[config.mk]
export PLATFORM = sky130hd
export DESIGN_NAME = ex_stage_mdu_flat
export DESIGN_NICKNAME = d
export VERILOG_FILES = /design/src/rtl/ex_stage_mdu_if.sv /design/src/rtl/ex_stage_mdu.sv /design/src/flat_wrapper.sv
export SDC_FILE = /design/constraint.sdc
export NUM_CORES = 1
export LEC_CHECK = 0
export ABC_AREA = 0
export ABC_CLOCK_PERIOD_IN_PS = 10090
export CAP_MARGIN = 20
export CORE_MARGIN = 4
export CORE_UTILIZATION = 50
export CTS_BUF_LIST = sky130_fd_sc_hd__clkbuf_16
export CTS_CLUSTER_DIAMETER = 200
export DETAILED_ROUTE_END_ITERATION = 12
export DONT_BUFFER_PORTS = 1
export SLEW_MARGIN = 20
export SYNTH_ARGS = -nofsm -noshare
export SYNTH_HDL_FRONTEND = slang
export SYNTH_SLANG_ARGS = --single-unit
[constraint.sdc]
create_clock -name clk -period 10.09 [get_ports clk]
set_input_delay 2.018 -clock clk [delete_from_list [all_inputs] [get_ports clk]]
set_output_delay 2.018 -clock clk [all_outputs]
set_load 0.02 [all_outputs]
[src/rtl/ex_stage_mdu_if.sv]
// Execute-stage handshake bundle: upstream op channel, downstream result channel, flush and busy.
// master = pipeline side driving the stage, slave = the execute stage itself.
interface ex_stage_mdu_if #(
    parameter int unsigned XLEN = 32,
    parameter int unsigned RA_W = 5
);
    logic            flush;
    logic            in_valid;
    logic            in_ready;
    logic [3:0]      in_op;
    logic [XLEN-1:0] in_a;
    logic [XLEN-1:0] in_b;
    logic            in_wen;
    logic [RA_W-1:0] in_waddr;
    logic            out_valid;
    logic            out_ready;
    logic [XLEN-1:0] out_result;
    logic            out_wen;
    logic [RA_W-1:0] out_waddr;
    logic            busy;

    modport master (
        output flush, in_valid, in_op, in_a, in_b, in_wen, in_waddr, out_ready,
        input  in_ready, out_valid, out_result, out_wen, out_waddr, busy
    );

    modport slave (
        input  flush, in_valid, in_op, in_a, in_b, in_wen, in_waddr, out_ready,
        output in_ready, out_valid, out_result, out_wen, out_waddr, busy
    );
endinterface

[src/rtl/ex_stage_mdu.sv]
// MIPS execute stage: single-cycle ALU plus iterative unsigned MULTU/DIVU into HI/LO,
// with a registered valid/ready output and a synchronous flush.
module ex_stage_mdu #(
    parameter int unsigned XLEN = 32,
    parameter int unsigned RA_W = 5
) (
    input  logic         clk,
    input  logic         reset,
    ex_stage_mdu_if.slave bus
);
    localparam int unsigned SH_W  = $clog2(XLEN);
    localparam int unsigned CNT_W = $clog2(XLEN) + 1;

    localparam logic [3:0] OP_ADD  = 4'd0,  OP_SUB  = 4'd1,  OP_AND  = 4'd2,  OP_OR   = 4'd3;
    localparam logic [3:0] OP_XOR  = 4'd4,  OP_NOR  = 4'd5,  OP_SLT  = 4'd6,  OP_SLTU = 4'd7;
    localparam logic [3:0] OP_SLL  = 4'd8,  OP_SRL  = 4'd9,  OP_SRA  = 4'd10, OP_MULT = 4'd11;
    localparam logic [3:0] OP_DIV  = 4'd12, OP_MFHI = 4'd13, OP_MFLO = 4'd14, OP_PASS = 4'd15;

    typedef enum logic [1:0] {S_IDLE, S_MUL, S_DIV} state_t;

    state_t          r_state, w_state_nxt;
    logic [CNT_W-1:0] r_cnt, w_cnt_nxt;
    logic [XLEN-1:0] r_hi, w_hi_nxt, r_lo, w_lo_nxt;
    logic [XLEN-1:0] r_opd, w_opd_nxt, r_acc, w_acc_nxt, r_q, w_q_nxt;
    logic [RA_W-1:0] r_waddr_lat, w_waddr_lat_nxt;
    logic            r_out_valid, w_out_valid_nxt;
    logic [XLEN-1:0] r_out_result, w_out_result_nxt;
    logic            r_out_wen, w_out_wen_nxt;
    logic [RA_W-1:0] r_out_waddr, w_out_waddr_nxt;

    logic            w_in_ready, w_accept;
    logic [SH_W-1:0] w_shamt;
    logic [XLEN-1:0] w_alu;
    logic [XLEN:0]   w_mul_sum, w_div_sh, w_div_diff;
    logic [XLEN-1:0] w_mul_acc, w_mul_q, w_div_acc, w_div_q;
    logic            w_div_ge;

    assign w_in_ready = (r_state == S_IDLE) && (!r_out_valid || bus.out_ready) && !bus.flush && !reset;
    assign w_accept   = bus.in_valid && w_in_ready;
    assign w_shamt    = bus.in_a[SH_W-1:0];

    // single-cycle result path
    always_comb begin
        w_alu = '0;
        case (bus.in_op)
            OP_ADD:  w_alu = bus.in_a + bus.in_b;
            OP_SUB:  w_alu = bus.in_a - bus.in_b;
            OP_AND:  w_alu = bus.in_a & bus.in_b;
            OP_OR:   w_alu = bus.in_a | bus.in_b;
            OP_XOR:  w_alu = bus.in_a ^ bus.in_b;
            OP_NOR:  w_alu = ~(bus.in_a | bus.in_b);
            OP_SLT:  w_alu = XLEN'($signed(bus.in_a) < $signed(bus.in_b));
            OP_SLTU: w_alu = XLEN'(bus.in_a < bus.in_b);
            OP_SLL:  w_alu = bus.in_b << w_shamt;
            OP_SRL:  w_alu = bus.in_b >> w_shamt;
            OP_SRA:  w_alu = XLEN'($signed(bus.in_b) >>> w_shamt);
            OP_MFHI: w_alu = r_hi;
            OP_MFLO: w_alu = r_lo;
            OP_PASS: w_alu = bus.in_b;
            default: w_alu = '0;
        endcase
    end

    // one multiply (shift-add) and one restoring-divide step; {acc,q} shift as a pair
    always_comb begin
        w_mul_sum  = {1'b0, r_acc} + (r_q[0] ? {1'b0, r_opd} : {(XLEN+1){1'b0}});
        w_mul_acc  = w_mul_sum[XLEN:1];
        w_mul_q    = {w_mul_sum[0], r_q[XLEN-1:1]};
        w_div_sh   = {r_acc, r_q[XLEN-1]};
        w_div_diff = w_div_sh - {1'b0, r_opd};
        w_div_ge   = !w_div_diff[XLEN];
        w_div_acc  = w_div_ge ? w_div_diff[XLEN-1:0] : w_div_sh[XLEN-1:0];
        w_div_q    = {r_q[XLEN-2:0], w_div_ge};
    end

    always_comb begin
        w_state_nxt      = r_state;
        w_cnt_nxt        = r_cnt;
        w_hi_nxt         = r_hi;
        w_lo_nxt         = r_lo;
        w_opd_nxt        = r_opd;
        w_acc_nxt        = r_acc;
        w_q_nxt          = r_q;
        w_waddr_lat_nxt  = r_waddr_lat;
        w_out_valid_nxt  = r_out_valid;
        w_out_result_nxt = r_out_result;
        w_out_wen_nxt    = r_out_wen;
        w_out_waddr_nxt  = r_out_waddr;

        if (r_out_valid && bus.out_ready) w_out_valid_nxt = 1'b0;

        case (r_state)
            S_IDLE: begin
                if (w_accept) begin
                    if (bus.in_op == OP_MULT || bus.in_op == OP_DIV) begin
                        w_state_nxt     = (bus.in_op == OP_MULT) ? S_MUL : S_DIV;
                        w_cnt_nxt       = CNT_W'(XLEN);
                        w_acc_nxt       = '0;
                        w_opd_nxt       = (bus.in_op == OP_MULT) ? bus.in_a : bus.in_b;
                        w_q_nxt         = (bus.in_op == OP_MULT) ? bus.in_b : bus.in_a;
                        w_waddr_lat_nxt = bus.in_waddr;
                    end else begin
                        w_out_valid_nxt  = 1'b1;
                        w_out_result_nxt = w_alu;
                        w_out_wen_nxt    = bus.in_wen;
                        w_out_waddr_nxt  = bus.in_waddr;
                    end
                end
            end
            S_MUL, S_DIV: begin
                w_acc_nxt = (r_state == S_MUL) ? w_mul_acc : w_div_acc;
                w_q_nxt   = (r_state == S_MUL) ? w_mul_q   : w_div_q;
                w_cnt_nxt = r_cnt - CNT_W'(1);
                if (r_cnt == CNT_W'(1)) begin
                    w_state_nxt      = S_IDLE;
                    w_hi_nxt         = w_acc_nxt;
                    w_lo_nxt         = w_q_nxt;
                    w_out_valid_nxt  = 1'b1;
                    w_out_result_nxt = w_q_nxt;
                    w_out_wen_nxt    = 1'b0;
                    w_out_waddr_nxt  = r_waddr_lat;
                end
            end
            default: w_state_nxt = S_IDLE;
        endcase

        // flush beats completion: HI/LO and the output fields stay as they were
        if (bus.flush) begin
            w_state_nxt      = S_IDLE;
            w_hi_nxt         = r_hi;
            w_lo_nxt         = r_lo;
            w_out_valid_nxt  = 1'b0;
            w_out_result_nxt = r_out_result;
            w_out_wen_nxt    = r_out_wen;
            w_out_waddr_nxt  = r_out_waddr;
        end
    end

    always_ff @(posedge clk or posedge reset) begin
        if (reset) begin
            r_state      <= S_IDLE;
            r_cnt        <= '0;
            r_hi         <= '0;
            r_lo         <= '0;
            r_opd        <= '0;
            r_acc        <= '0;
            r_q          <= '0;
            r_waddr_lat  <= '0;
            r_out_valid  <= 1'b0;
            r_out_result <= '0;
            r_out_wen    <= 1'b0;
            r_out_waddr  <= '0;
        end else begin
            r_state      <= w_state_nxt;
            r_cnt        <= w_cnt_nxt;
            r_hi         <= w_hi_nxt;
            r_lo         <= w_lo_nxt;
            r_opd        <= w_opd_nxt;
            r_acc        <= w_acc_nxt;
            r_q          <= w_q_nxt;
            r_waddr_lat  <= w_waddr_lat_nxt;
            r_out_valid  <= w_out_valid_nxt;
            r_out_result <= w_out_result_nxt;
            r_out_wen    <= w_out_wen_nxt;
            r_out_waddr  <= w_out_waddr_nxt;
        end
    end

    assign bus.in_ready   = w_in_ready;
    assign bus.out_valid  = r_out_valid;
    assign bus.out_result = r_out_result;
    assign bus.out_wen    = r_out_wen;
    assign bus.out_waddr  = r_out_waddr;
    assign bus.busy       = (r_state != S_IDLE);
endmodule

[src/flat_wrapper.sv]
// flat-port wrapper written by rule: the top's interface ports become plain ports
module ex_stage_mdu_flat 
#(
    parameter int unsigned XLEN = 32,
    parameter int unsigned RA_W = 5
)
  (clk, reset, bus_flush, bus_in_valid, bus_in_op, bus_in_a, bus_in_b, bus_in_wen, bus_in_waddr, bus_out_ready, bus_in_ready, bus_out_valid, bus_out_result, bus_out_wen, bus_out_waddr, bus_busy);
  ex_stage_mdu_if #(.XLEN(XLEN), .RA_W(RA_W)) bus_i ();
  input  logic clk;
  input  logic reset;
  input wire logic [$bits(bus_i.flush)-1:0] bus_flush;
  input wire logic [$bits(bus_i.in_valid)-1:0] bus_in_valid;
  input wire logic [$bits(bus_i.in_op)-1:0] bus_in_op;
  input wire logic [$bits(bus_i.in_a)-1:0] bus_in_a;
  input wire logic [$bits(bus_i.in_b)-1:0] bus_in_b;
  input wire logic [$bits(bus_i.in_wen)-1:0] bus_in_wen;
  input wire logic [$bits(bus_i.in_waddr)-1:0] bus_in_waddr;
  input wire logic [$bits(bus_i.out_ready)-1:0] bus_out_ready;
  output wire logic [$bits(bus_i.in_ready)-1:0] bus_in_ready;
  output wire logic [$bits(bus_i.out_valid)-1:0] bus_out_valid;
  output wire logic [$bits(bus_i.out_result)-1:0] bus_out_result;
  output wire logic [$bits(bus_i.out_wen)-1:0] bus_out_wen;
  output wire logic [$bits(bus_i.out_waddr)-1:0] bus_out_waddr;
  output wire logic [$bits(bus_i.busy)-1:0] bus_busy;
  assign bus_i.flush = bus_flush;
  assign bus_i.in_valid = bus_in_valid;
  assign bus_i.in_op = bus_in_op;
  assign bus_i.in_a = bus_in_a;
  assign bus_i.in_b = bus_in_b;
  assign bus_i.in_wen = bus_in_wen;
  assign bus_i.in_waddr = bus_in_waddr;
  assign bus_i.out_ready = bus_out_ready;
  assign bus_in_ready = bus_i.in_ready;
  assign bus_out_valid = bus_i.out_valid;
  assign bus_out_result = bus_i.out_result;
  assign bus_out_wen = bus_i.out_wen;
  assign bus_out_waddr = bus_i.out_waddr;
  assign bus_busy = bus_i.busy;
  ex_stage_mdu #(.XLEN(XLEN), .RA_W(RA_W)) u_core (.clk(clk), .reset(reset), .bus(bus_i));
endmodule
==> flow_summary.json <==
{
  "status": "finished, final reports clean",
  "p_switching_w": 0.00124,
  "hold_buffers": 0,
  "grt_max_degree": 84,
  "globalRouteOverflowTotal": 0,
  "dieWidth_um": 223,
  "synth.distinct_cells": 98,
  "synth_ff_type": "dfrtp_1",
  "cts_max_level": 1,
  "p_sw_share_pct": 40.0,
  "cts.repair.resized": 0,
  "criticalPathCategory": "in -> reg",
  "r2r_cells": 14,
  "ys_seq_elements": 212,
  "grt_pass1_wl_um": 142000,
  "clock-sinks": 212,
  "rsz0062_at_grt": "no",
  "timing.hold.ws_ns": 0.489,
  "comb_power_share_pct": 33.1,
  "cts_tree": "done",
  "drtIter0Drc": 2624,
  "async_flop_share_pct": 100,
  "area_growth_syn_to_layout_pct": 3.92,
  "diodes": 0,
  "whs_path_depth": 2,
  "cts_max_path_buffers": 3,
  "min_to": "u_core.r_lo[25]",
  "p_int_w": 0.00187,
  "vdd_drop_max_mv": 0.150,
  "nets": 3103,
  "tightest_slew_ns": 1.04,
  "path_clk_slew_ns": 0.06,
  "drt_first_pass_iters": 6,
  "rrSetupSlack_ns": 5.70,
  "setup-tns-final_ns": 0,
  "synth_edf_count": 0,
  "reg2reg_from": "u_core.r_q[31]",
  "dieHeight_um": 223,
  "synth.net_count": 3268,
  "critPathSlowestCell": "fa_1",
  "dpl.hpwl_um": 70700,
  "worstPathArrival_ns": 5.36,
  "core-area_um2": 45600,
  "synth_common_cells": "nor2_1, a21oi_1, nand2_1, dfrtp_1, o21ai_0",
  "max_freq_mhz": 202,
  "yosysMostFrequentCell": "nor2_1",
  "path_max_fanout": 73,
  "antenna_found_initial": 0,
  "fin_crit_ns": 4.95,
  "start_util_pct": 50.8,
  "cap_viol_max_count": 0,
  "numPortBuffers": 0,
  "crit_required_ns": 10.50,
  "drive_above_1_share_pct": 7.78,
  "timing.final.hold_violations": 0,
  "floorplan.rows": 78,
  "slew_headroom_pct": 29.8,
  "totalWireLength_um": 94900,
  "grt_pass1_vias": 22400,
  "grtUsageTotal_pct": 36.4,
  "hold_class": "reg -> reg",
  "hold_start": "u_core.r_lo[25]",
  "synth-seq-area-share_pct": 22.9,
  "critPathMaxStageDelay_ns": 0.42,
  "avgSynthCellArea_um2": 7.69,
  "drc": 0,
  "post_cts_buffers": 0,
  "routed_via_density": 6.80,
  "syn_area_um2": 23200,
  "clkPwrFrac_pct": 28.6,
  "synthTopCellsByArea": "dfrtp_1, ha_1, a21oi_1",
  "power_frac_seq_pct": 38.3,
  "worstReg2RegEnd": "u_core.r_q[0]",
  "clock_latency_ns": 0.57,
  "ant_nets": 0,
  "final_max_slew_viol_count": 0,
  "numCtsBuffers": 27,
  "power_leakage_nw": 10.8,
  "critPathLaunchType": "input port",
  "gp_congestion": 1.05,
  "fin_crit_sh_pct": 49.0,
  "cts_root_buf": "clkbuf_16",
  "setup_viol": 0,
  "synthCells": 3013,
  "vias": 23600,
  "yosys.area.top_type": "dfrtp_1",
  "cp_cell_sequence": "inv_1, ha_1, inv_1, fa_1, nand2b_1, a221oi_1, o211ai_1, o311ai_0, o211ai_1, a21oi_1, or3_1, a31o_1, o41ai_2, a31oi_1",
  "yosysWarnings": 0,
  "p_per_area_nw_per_um2": 129,
  "cp-end-kind": "flop",
  "avgRoutedWirePerCell_um": 27.4,
  "io_pins": 120,
  "finalClockSkew_ns": 0.0218,
  "yosys.area.top_type_share_pct": 22.9,
  "die_area_um2": 49900
}
[state kept, by name, indices dropped and copies added, names as in the netlist, 2 cells and up]
register               cells
u_core.bus.out_result     32
u_core.bus.out_waddr       5
u_core.r_acc              32
u_core.r_cnt               6
u_core.r_hi               32
u_core.r_lo               32
u_core.r_opd              32
u_core.r_q                32
u_core.r_state             2
u_core.r_waddr_lat         5
[power groups by stage]
stage          combinational [W]  clock [W]  sequential (W)
2_1_floorplan           0.000806          0         0.00112
3_3_place_gp            0.000984          0         0.00120
3_5_place_dp             0.00100          0         0.00120
4_1_cts                  0.00101   0.000899         0.00119
5_1_grt                  0.00113   0.000941         0.00120
6_report                 0.00103   0.000889         0.00119
[how the worst max path moves through the flow]
stage	startpoint	slack, ns	cells past startpoint	to
6_report	bus_in_a[0]	5.14	14	u_core.bus.out_result[24]
3_5_place_dp	bus_in_a[0]	4.68	14	u_core.bus.out_result[24]
2_1_floorplan	reset	2.28	1	u_core.bus.out_result[0]
5_1_grt	bus_in_a[0]	5.02	14	u_core.bus.out_result[24]
3_3_place_gp	bus_in_a[3]	4.77	13	u_core.bus.out_result[30]
4_1_cts	bus_in_a[0]	5.25	14	u_core.bus.out_result[24]
[final cells by class]
class / instances / area [um^2]
Inverter: 151 / 574
Timing Repair Buffer: 36 / 270
Tap cell: 600 / 751
Sequential cell: 212 / 5310
Clock inverter: 22 / 109
Multi-Input combinational cell: 2420 / 16400
Clock buffer: 27 / 676
Fill cell: 4375 / 21500
[layout by cell type, fill, tap and decap left out, types with 23 or more instances in the layout]
master,count
nor2_1,360
a21oi_1,340
nand2_1,309
dfrtp_1,211
o21ai_0,199
ha_1,170
inv_1,152
mux2i_1,94
a21o_1,48
nand3_1,48
nor3_1,47
mux2_2,42
mux4_2,42
and2_1,41
xnor2_1,40
a211oi_1,37
a22o_1,36
buf_4,36
a221oi_1,31
nor2b_1,30
nand2b_1,28
a31oi_1,28
a22oi_1,28
clkbuf_16,27
nand4_1,26
o31ai_1,23
[stage by stage]
step	power, W	std cells	cell area [um^2]	setup WS [ns]	util [%]
2_1_floorplan	0.00192	3013	23200	2.28	-
3_3_place_gp	0.00218	3419	23300	4.77	51.1
3_5_place_dp	0.00220	3419	23300	4.68	51.1
4_1_cts	0.00309	3468	24100	5.25	52.8
5_1_grt	0.00328	3468	24100	5.02	52.8
6_report	0.00311	3468	24100	5.14	52.8
[worst max-delay path: cells and delay by family]
| family | cells | cell delay, ns |
|---|---|---|
| AOI/OAI and AO/OA | 8 | 1.71 |
| adders and majority gates | 2 | 0.78 |
| buffers and inverters | 2 | 0.29 |
| and+or+nand+nor | 2 | 0.51 |
[per-layer routing]
| layer | up-vias | share of wire [%] | global-route usage (%) |
|---|---|---|---|
| met1 | 11500 | 41 | 49.7 |
| met5 | - | 0 | 0 |
| met3 | 208 | 9.6 | 8.20 |
| li1 | 10600 | - | - |
| met4 | 0 | 4.9 | 14.9 |
| met2 | 1227 | 44 | 56.2 |
[kinds of logic (layout without fill, tap and decap cells)]
logic type,after synthesis,after routing,share of synthesized area [%]
fa+ha+maj,176,176,9.63
flops,212,212,22.9
compound gates,1026,1026,28.7
buf+inv,381,236,6.78
mux,187,187,11.1
simple gates,976,976,18.8
xor+xnor,55,55,2.08
Power figures use the tool's default switching activity.
